<file path="src/rtl/l2_pkg.sv">
// Shared constants and types for the L2 line-to-burst memory responder.
package l2_pkg;

    localparam int L2_LINE_WIDTH  = 256;
    localparam int L2_BURST_WIDTH = 64;
    localparam int L2_OFFSET_BITS = 5;
    localparam int L2_NUM_BEATS   = L2_LINE_WIDTH / L2_BURST_WIDTH;

    typedef logic [L2_LINE_WIDTH-1:0] line_t;

    typedef enum logic [1:0] {
        IDLE,
        RD_BURST,
        WR_BURST,
        DONE
    } resp_state_e;

endpackage

</file>
<file path="src/rtl/l2_beat_buffer.sv">
// Line-wide shift buffer: whole-line load from L2, per-beat load from memory,
// and beat select toward memory, both indexed by the responder's beat counter.
module l2_beat_buffer
    import l2_pkg::*;
#(
    parameter  int LINE_WIDTH  = L2_LINE_WIDTH,
    parameter  int BURST_WIDTH = L2_BURST_WIDTH,
    localparam int IDX_W       = $clog2(LINE_WIDTH / BURST_WIDTH)
) (
    input  logic                   clk,
    input  logic                   load_line_i,
    input  logic [LINE_WIDTH-1:0]  line_i,
    input  logic                   load_beat_i,
    input  logic [IDX_W-1:0]       beat_idx_i,
    input  logic [BURST_WIDTH-1:0] burst_i,
    output logic [BURST_WIDTH-1:0] beat_o,
    output logic [LINE_WIDTH-1:0]  merged_o
);

    logic [LINE_WIDTH-1:0] buf_q;

    // NOTE: merged_o gets a full default before the partial overwrite, so no latch is inferred.
    always_comb begin
        merged_o = buf_q;
        merged_o[int'(beat_idx_i)*BURST_WIDTH +: BURST_WIDTH] = burst_i;
    end

    // NOTE: pure data storage, always loaded before it is observed, so it carries no reset.
    always_ff @(posedge clk) begin
        if (load_line_i) begin
            buf_q <= line_i;
        end else if (load_beat_i) begin
            buf_q <= merged_o;
        end
    end

    assign beat_o = buf_q[int'(beat_idx_i)*BURST_WIDTH +: BURST_WIDTH];

endmodule

</file>
<file path="src/rtl/l2_pmem_responder.sv">
// Converts one L2 line read/write into a 4-beat burst on the physical-memory
// port and returns a single-cycle completion pulse to L2.
module l2_pmem_responder
    import l2_pkg::*;
#(
    parameter int LINE_WIDTH  = L2_LINE_WIDTH,
    parameter int BURST_WIDTH = L2_BURST_WIDTH,
    parameter int OFFSET_BITS = L2_OFFSET_BITS
) (
    input  logic                   clk,
    input  logic                   rst_n,
    input  logic [LINE_WIDTH-1:0]  line_i,
    output logic [LINE_WIDTH-1:0]  line_o,
    input  logic [31:0]            address_i,
    input  logic                   read_i,
    input  logic                   write_i,
    output logic                   resp_o,
    input  logic [BURST_WIDTH-1:0] burst_i,
    output logic [BURST_WIDTH-1:0] burst_o,
    output logic [31:0]            address_o,
    output logic                   read_o,
    output logic                   write_o,
    input  logic                   resp_i
);

    localparam int                NUM_BEATS = LINE_WIDTH / BURST_WIDTH;
    localparam int                CNT_W     = $clog2(NUM_BEATS);
    localparam logic [CNT_W-1:0]  LAST_BEAT = CNT_W'(NUM_BEATS - 1);

    resp_state_e             state_q;
    logic [CNT_W-1:0]        cnt_q;
    logic [31:0]             addr_q;
    logic                    read_q;
    logic                    write_q;
    logic                    resp_q;
    logic [LINE_WIDTH-1:0]   line_q;

    logic [31:0]             address_d;
    logic [BURST_WIDTH-1:0]  beat;
    logic [LINE_WIDTH-1:0]   merged;
    logic                    load_line;
    logic                    load_beat;

    // The line offset never reaches memory; bursts are always line aligned.
    logic unused_addr_lsbs;
    assign unused_addr_lsbs = ^address_i[OFFSET_BITS-1:0];

    assign address_d = {address_i[31:OFFSET_BITS], {OFFSET_BITS{1'b0}}};
    assign load_line = (state_q == IDLE) && write_i;
    assign load_beat = (state_q == RD_BURST) && resp_i;

    l2_beat_buffer #(
        .LINE_WIDTH  (LINE_WIDTH),
        .BURST_WIDTH (BURST_WIDTH)
    ) u_beat_buffer (
        .clk         (clk),
        .load_line_i (load_line),
        .line_i      (line_i),
        .load_beat_i (load_beat),
        .beat_idx_i  (cnt_q),
        .burst_i     (burst_i),
        .beat_o      (beat),
        .merged_o    (merged)
    );

    // NOTE: sequential state uses non-blocking assignments so every register samples pre-edge values.
    always_ff @(posedge clk or negedge rst_n) begin
        if (!rst_n) begin
            state_q <= IDLE;
            cnt_q   <= '0;
            addr_q  <= '0;
            read_q  <= 1'b0;
            write_q <= 1'b0;
            resp_q  <= 1'b0;
            line_q  <= '0;
        end else begin
            case (state_q)
                IDLE: begin
                    // Writeback wins over fill when both are requested.
                    if (write_i) begin
                        addr_q  <= address_d;
                        write_q <= 1'b1;
                        cnt_q   <= '0;
                        state_q <= WR_BURST;
                    end else if (read_i) begin
                        addr_q  <= address_d;
                        read_q  <= 1'b1;
                        cnt_q   <= '0;
                        state_q <= RD_BURST;
                    end
                end
                RD_BURST, WR_BURST: begin
                    if (resp_i) begin
                        cnt_q <= cnt_q + CNT_W'(1);
                        if (cnt_q == LAST_BEAT) begin
                            read_q  <= 1'b0;
                            write_q <= 1'b0;
                            resp_q  <= 1'b1;
                            state_q <= DONE;
                            // Final beat merged directly so the line is ready with resp_o.
                            if (state_q == RD_BURST) begin
                                line_q <= merged;
                            end
                        end
                    end
                end
                DONE: begin
                    resp_q  <= 1'b0;
                    state_q <= IDLE;
                end
                default: state_q <= IDLE;
            endcase
        end
    end

    assign burst_o   = write_q ? beat : '0;
    assign address_o = addr_q;
    assign read_o    = read_q;
    assign write_o   = write_q;
    assign resp_o    = resp_q;
    assign line_o    = line_q;

endmodule

</file>
<file path="config.mk">
export PLATFORM = sky130hd
export DESIGN_NAME = l2_pmem_responder
export DESIGN_NICKNAME = d
export VERILOG_FILES = /design/src/rtl/l2_pkg.sv /design/src/rtl/l2_beat_buffer.sv /design/src/rtl/l2_pmem_responder.sv
export SDC_FILE = /design/constraint.sdc
export NUM_CORES = 1
export LEC_CHECK = 0
export CORE_AREA = 2 2 276 278
export CTS_CLUSTER_DIAMETER = 100
export DETAILED_ROUTE_END_ITERATION = 6
export DIE_AREA = 0 0 278 280
export SYNTH_ARGS = -nofsm -noshare
export SYNTH_HDL_FRONTEND = slang
export SYNTH_SLANG_ARGS = --single-unit
</file>
<file path="constraint.sdc">
create_clock -name clk -period 17.8 [get_ports clk]
set_input_delay 4.45 -clock clk [delete_from_list [all_inputs] [get_ports clk]]
set_output_delay 4.45 -clock clk [all_outputs]
set_load 0.05 [all_outputs]
</file>
==> Word level (Yosys, flattened, before mapping) <==
Index checks and enable logic that the tools add are counted.
{ "classes": {"shifts": 3, "n_addsub": 2, "muxes": 25, "n_reduce_logical": 15, "eq_ne": 10} }
{ "op_table": {"columns": ["cell", "count"], "rows": [
  ["$mux W256", 2],
  ["$bwmux W256", 1],
  ["$shift A64 B33 Y256 const A", 1],
  ["$shiftx A256 B9 Y64", 1],
  ["$shiftx A64 B33 Y256", 1],
  ["$mux W32", 2],
  ["$mux W64", 1],
  ["$neg A8 Y33", 1],
  ["$mux W2", 7],
  ["$ne A2 B2 Y1 const B", 5],
  ["$reduce_and A3 Y1", 3],
  ["$reduce_and A4 Y1", 2],
  ["$reduce_bool A2 Y1", 4],
  ["$mux W1", 7],
  ["$eq A2 B2 Y1 const B", 3],
  ["$pmux W1 S2", 3],
  ["$pmux W2 S3", 1],
  ["$reduce_and A5 Y1", 1],
  ["$pmux W2 S2", 1],
  ["$ne A3 B3 Y1 const B", 1],
  ["$add A2 B1 Y2 const B", 1],
  ["$eq A2 B1 Y1 const B", 1],
  ["$logic_and A1 B1 Y1", 2],
  ["$logic_not A2 Y1", 1],
  ["2 further kinds", 2]
]} }
{ "word_totals": {"reg_bits": 551, "in_bits": 357, "elab_cells": 63, "output_inout_bits": 355} }

==> Longest topological paths before layout <==
{ "logic_depth": {"depth_word": 5, "ltp_mapped": 10, "ltp_nobuf": 5} }

==> Hierarchy <==
From an unflattened synthesis, not the netlist that was laid out.
{ "hier_totals": {"hier_cells": 2174, "area_unflattened_um2": 28502.3} }
{ "modules_own_cells": {"columns": ["module", "cells_each", "area_per_inst_um2", "instances", "seq_area_each_um2"], "rows": [
  ["l2_beat_buffer", 1445, 16160.5, 1, 7687.4],
  ["l2_pmem_responder", 729, 12341.8, 1, 7257.0]
]} }

==> Least setup slack after synthesis <==
OpenSTA, ideal clock, no wires.
{ "synth_path": {"path_kind": "in2reg", "startpoint": "input port write_i", "endpoint": "register u_beat_buffer.buf_q[0], enable pin", "setup_ns": 1.946, "setup_slack_ns": 6.479, "n_path_buf": 3, "arrival_ns": 9.375, "t_required_ns": 15.854, "stages": 5, "cell_sequence": "buf_2 nand2_2 buf_2 buf_1 nand2_1"} }
{ "synth_between": {"elab_chain_cells": 2} }
{ "synth_rtl": {"columns": ["item", "line", "source"], "rows": [
  ["from (decl)", "l2_pmem_responder.sv:16", "input logic write_i,"],
  ["$logic_and A1 B1 Y1", "l2_pmem_responder.sv:49", "assign load_line = (state_q == IDLE) && write_i;"],
  ["$reduce_bool A2 Y1 (no source line)", null, null],
  ["to (signal assigned)", "l2_beat_buffer.sv:31", "buf_q <= line_i;"],
  ["to (signal assigned)", "l2_beat_buffer.sv:33", "buf_q <= merged_o;"],
  ["to (decl)", "l2_beat_buffer.sv:20", "logic [LINE_WIDTH-1:0] buf_q;"]
]} }
Every way passes these cells.
A chain may end at the register's enable or synchronous reset.

==> Worst setup path after layout <==
{ "layout_path": {"startpoint": "register cnt_q[1]", "endpoint": "output port burst_o[22]"} }
{ "layout_between": {"elab_chain_cells": 2} }
{ "layout_rtl": {"columns": ["item", "line", "source"], "rows": [
  ["from (decl)", "l2_pmem_responder.sv:31", "logic [CNT_W-1:0] cnt_q;"],
  ["from (signal assigned)", "l2_pmem_responder.sv:94", "cnt_q <= cnt_q + CNT_W'(1);"],
  ["$shiftx A256 B9 Y64", "l2_beat_buffer.sv:37", "assign beat_o = buf_q[int'(beat_idx_i)*BURST_WIDTH +: BURST_WIDTH];"],
  ["$mux W64", "l2_pmem_responder.sv:116", "assign burst_o = write_q ? beat : '0;"],
  ["to (decl)", "l2_pmem_responder.sv:19", "output logic [BURST_WIDTH-1:0] burst_o,"]
]} }
Every way passes these cells.

==> flow_summary.json <==
{
  "status": "completed",
  "synth.area.top_cells": "edfxtp_1 (30%), dfrtp_1 (28%), nor2_1 (6.5%)",
  "drc": 0,
  "clk_pin_slew_ns": 0.06,
  "finalCritPeriodShare_pct": 45.8,
  "drtIter0Drc": 1936,
  "cts_buffer_depth": 3,
  "synth_cell_type_count": 42,
  "fin_cells": 4093,
  "synthArstFlopShare_pct": 53.1,
  "io_buffers": 701,
  "worstSetupStartpointType": "flop",
  "crit_chain": "buf_4, mux4_2, and2_1, clkdlybuf4s50_1",
  "fin_area_mm2": 0.0358,
  "worstPathMaxFanout": 39,
  "vias_per_cell": 5.60,
  "cts_num_sinks": 546,
  "wl_met1_um": 41000,
  "dpl.cell_count": 3945,
  "nets": 3401,
  "grt_max_degree": 159,
  "crit_end": "burst_o[22]",
  "die_w_um": 278,
  "cts_max_level": 3,
  "criticalPathCategory": "reg -> out",
  "leakagePower_nw": 13.4,
  "syn-cell-area_mm2": 0.0260,
  "critPathTopFamily": "buffers and inverters",
  "cp_data_required_time_ns": 13.35,
  "finalHoldViolCount": 0,
  "reg2reg_slack_ns": 12.35,
  "coreArea_mm2": 0.0752,
  "syn-instance-count": 2447,
  "cts.repair.resized": 0,
  "min_from": "line_o[242]$_DFFE_PN0P_",
  "io_pins": 712,
  "worstMarginPinSlew_ns": 1.22,
  "syn_area_per_cell_um2": 10.6,
  "relSlewSlack_pct": 18.8,
  "synth_warnings": 0,
  "cap_violations": 0,
  "clock_skew_ns": 0.0219,
  "pre_cts_slack_ns": 9.62,
  "tritoncts": "done",
  "first_pass_iters": 6,
  "max_freq_ghz": 0.123,
  "cts_setup_buffers": 0,
  "area_growth_pct": 37.7,
  "fin_tns_setup_ns": 0,
  "drive_gt1_share_pct": 7.71,
  "hp-class": "reg -> reg",
  "regToRegStartpoint": "cnt_q[0]$_DFFE_PN0P_",
  "rsz0062_at_grt": "no",
  "fp.dieH_um": 280,
  "antenna_found_initial": 33,
  "die_area_mm2": 0.0778,
  "total_power_mw": 7.38,
  "wl_per_cell_um": 26.2,
  "synth_seq_cells": 546,
  "gp_congestion": 0.883,
  "grt_pass1_wl_um": 155000,
  "cts_root_buf": "clkbuf_16",
  "cp.depth": 4,
  "fp-row-count": 101,
  "drv_slew": 0,
  "slowest_delay_ns": 0.91,
  "fin_util_pct": 47.6,
  "grt_use_total_pct": 26.7,
  "initial_utilization_pct": 34.6,
  "cts_hold_buf": 0,
  "fin_crit_ns": 8.16,
  "slowest_stage": "clkdlybuf4s50_1",
  "antenna_left": 0,
  "routed_wl_um": 107000,
  "dpl_cell_area_mm2": 0.0336,
  "power_density_mw_per_mm2": 206,
  "worst_r2r_endpoint": "u_beat_buffer.buf_q[252]$_DFFE_PP_",
  "grt_overflow_total": 0,
  "synth.top_cell.area_share_pct": 29.6,
  "cp.arrival_ns": 3.71,
  "dr_wl_met2_um": 52300,
  "grt_pass1_vias": 23356,
  "synth.largest_area_cell": "edfxtp_1",
  "critPathBufInv": 2,
  "crit_path_end_kind": "primary output",
  "synth-edff-count": 256,
  "r2r_cells": 8,
  "yosysSeqAreaShare_pct": 57.5,
  "fin_ws_ns": 9.64,
  "dr_total_vias": 22909,
  "cp-startpoint": "cnt_q[1]$_DFFE_PN0P_",
  "vdd_drop_max_mv": 0.116,
  "clock_latency_ns": 0.61,
  "dp_hpwl_um": 68800,
  "numCtsBuffers": 67,
  "synthFlopType": "dfrtp_1",
  "hold_slack_ns": 0.479,
  "top_layer": "met5",
  "setup_viol": 0,
  "wl_met3_um": 9350
}
worst min-delay path, cell delays in order (launching register included):
cell     delay, ns
dfrtp_1       0.34
nand2_1       0.05
o21ai_0       0.06
cell usage after synthesis, types with 2 or more instances:
library cell	count
nor2_1	450
a21oi_1	324
dfrtp_1	290
edfxtp_1	256
a31oi_1	192
nand2b_1	129
nand2_1	101
clkbuf_1	98
buf_2	91
o21ai_0	69
nand3_1	68
nor2b_1	68
and2_1	64
mux4_2	64
a22oi_1	32
a32oi_1	32
nand3b_1	32
mux2_2	27
buf_4	18
ha_1	8
inv_1	6
buf_1	5
buf_12	3
and4bb_2	2
report_power, final:
| part | switching (mW) | internal (mW) | leakage (nW) | total, mW |
|---|---|---|---|---|
| registers | 0.297 | 1.98 | 6.26 | 2.27 |
| clock network | 0.565 | 0.806 | 1.04 | 1.37 |
| logic | 2.45 | 1.29 | 6.13 | 3.74 |
cells in the final DEF, fill, tap and decap left out, types with 67 or more instances in the layout:
cell | netlist | final
nor2b_1 | 68 | 67
nand2_1 | 101 | 100
a31oi_1 | 192 | 192
clkdlybuf4s50_1 | 0 | 700
o21ai_0 | 69 | 69
nand3_1 | 68 | 67
nand2b_1 | 129 | 129
a21oi_1 | 324 | 324
clkbuf_16 | 0 | 67
edfxtp_1 | 256 | 256
nor2_1 | 450 | 450
dfrtp_1 | 290 | 287
worst min-delay path by stage:
stage / cells past startpoint / endpoint
after floorplan: 2 / line_o[127]$_DFFE_PN0P_
after global placement: 2 / line_o[203]$_DFFE_PN0P_
after detailed placement: 2 / line_o[199]$_DFFE_PN0P_
after CTS: 2 / line_o[199]$_DFFE_PN0P_
after global routing: 2 / line_o[215]$_DFFE_PN0P_
final: 2 / line_o[242]$_DFFE_PN0P_
logic make-up after synthesis:
logic type	after synthesis	share of synthesized area [%]
flops	546	57.5
mux	92	6.75
simple gates	920	16.8
buf+inv	223	4.14
other cells	1	0.0144
compound gates	657	14.4
fa+ha+maj	8	0.385
area by class of cell:
class | count | area [um2]
Fill cell | 6860 | 39400
Sequential cell | 546 | 15000
Multi-Input combinational cell | 1682 | 10100
Timing Repair Buffer | 732 | 7270
Clock buffer | 94 | 1820
Tap cell | 978 | 1220
Clock inverter | 27 | 334
Antenna cell | 27 | 67.6
Inverter | 7 | 28.8
registers in the layout (all words and copies together) (netlist names):
| name | cells |
|---|---|
| address_o | 27 |
| state_q | 2 |
| line_o | 256 |
| u_beat_buffer.buf_q | 256 |
| cnt_q | 2 |
| resp_o | 1 |
| read_o | 1 |
| write_o | 1 |
per-layer routing:
layer	global-route usage, %	vias to the layer above
met4	13.2	12
met2	43.9	1219
met1	32.9	11397
li1	-	10011
met3	6.57	270
met5	0	-
Power figures use the tool's default switching activity.
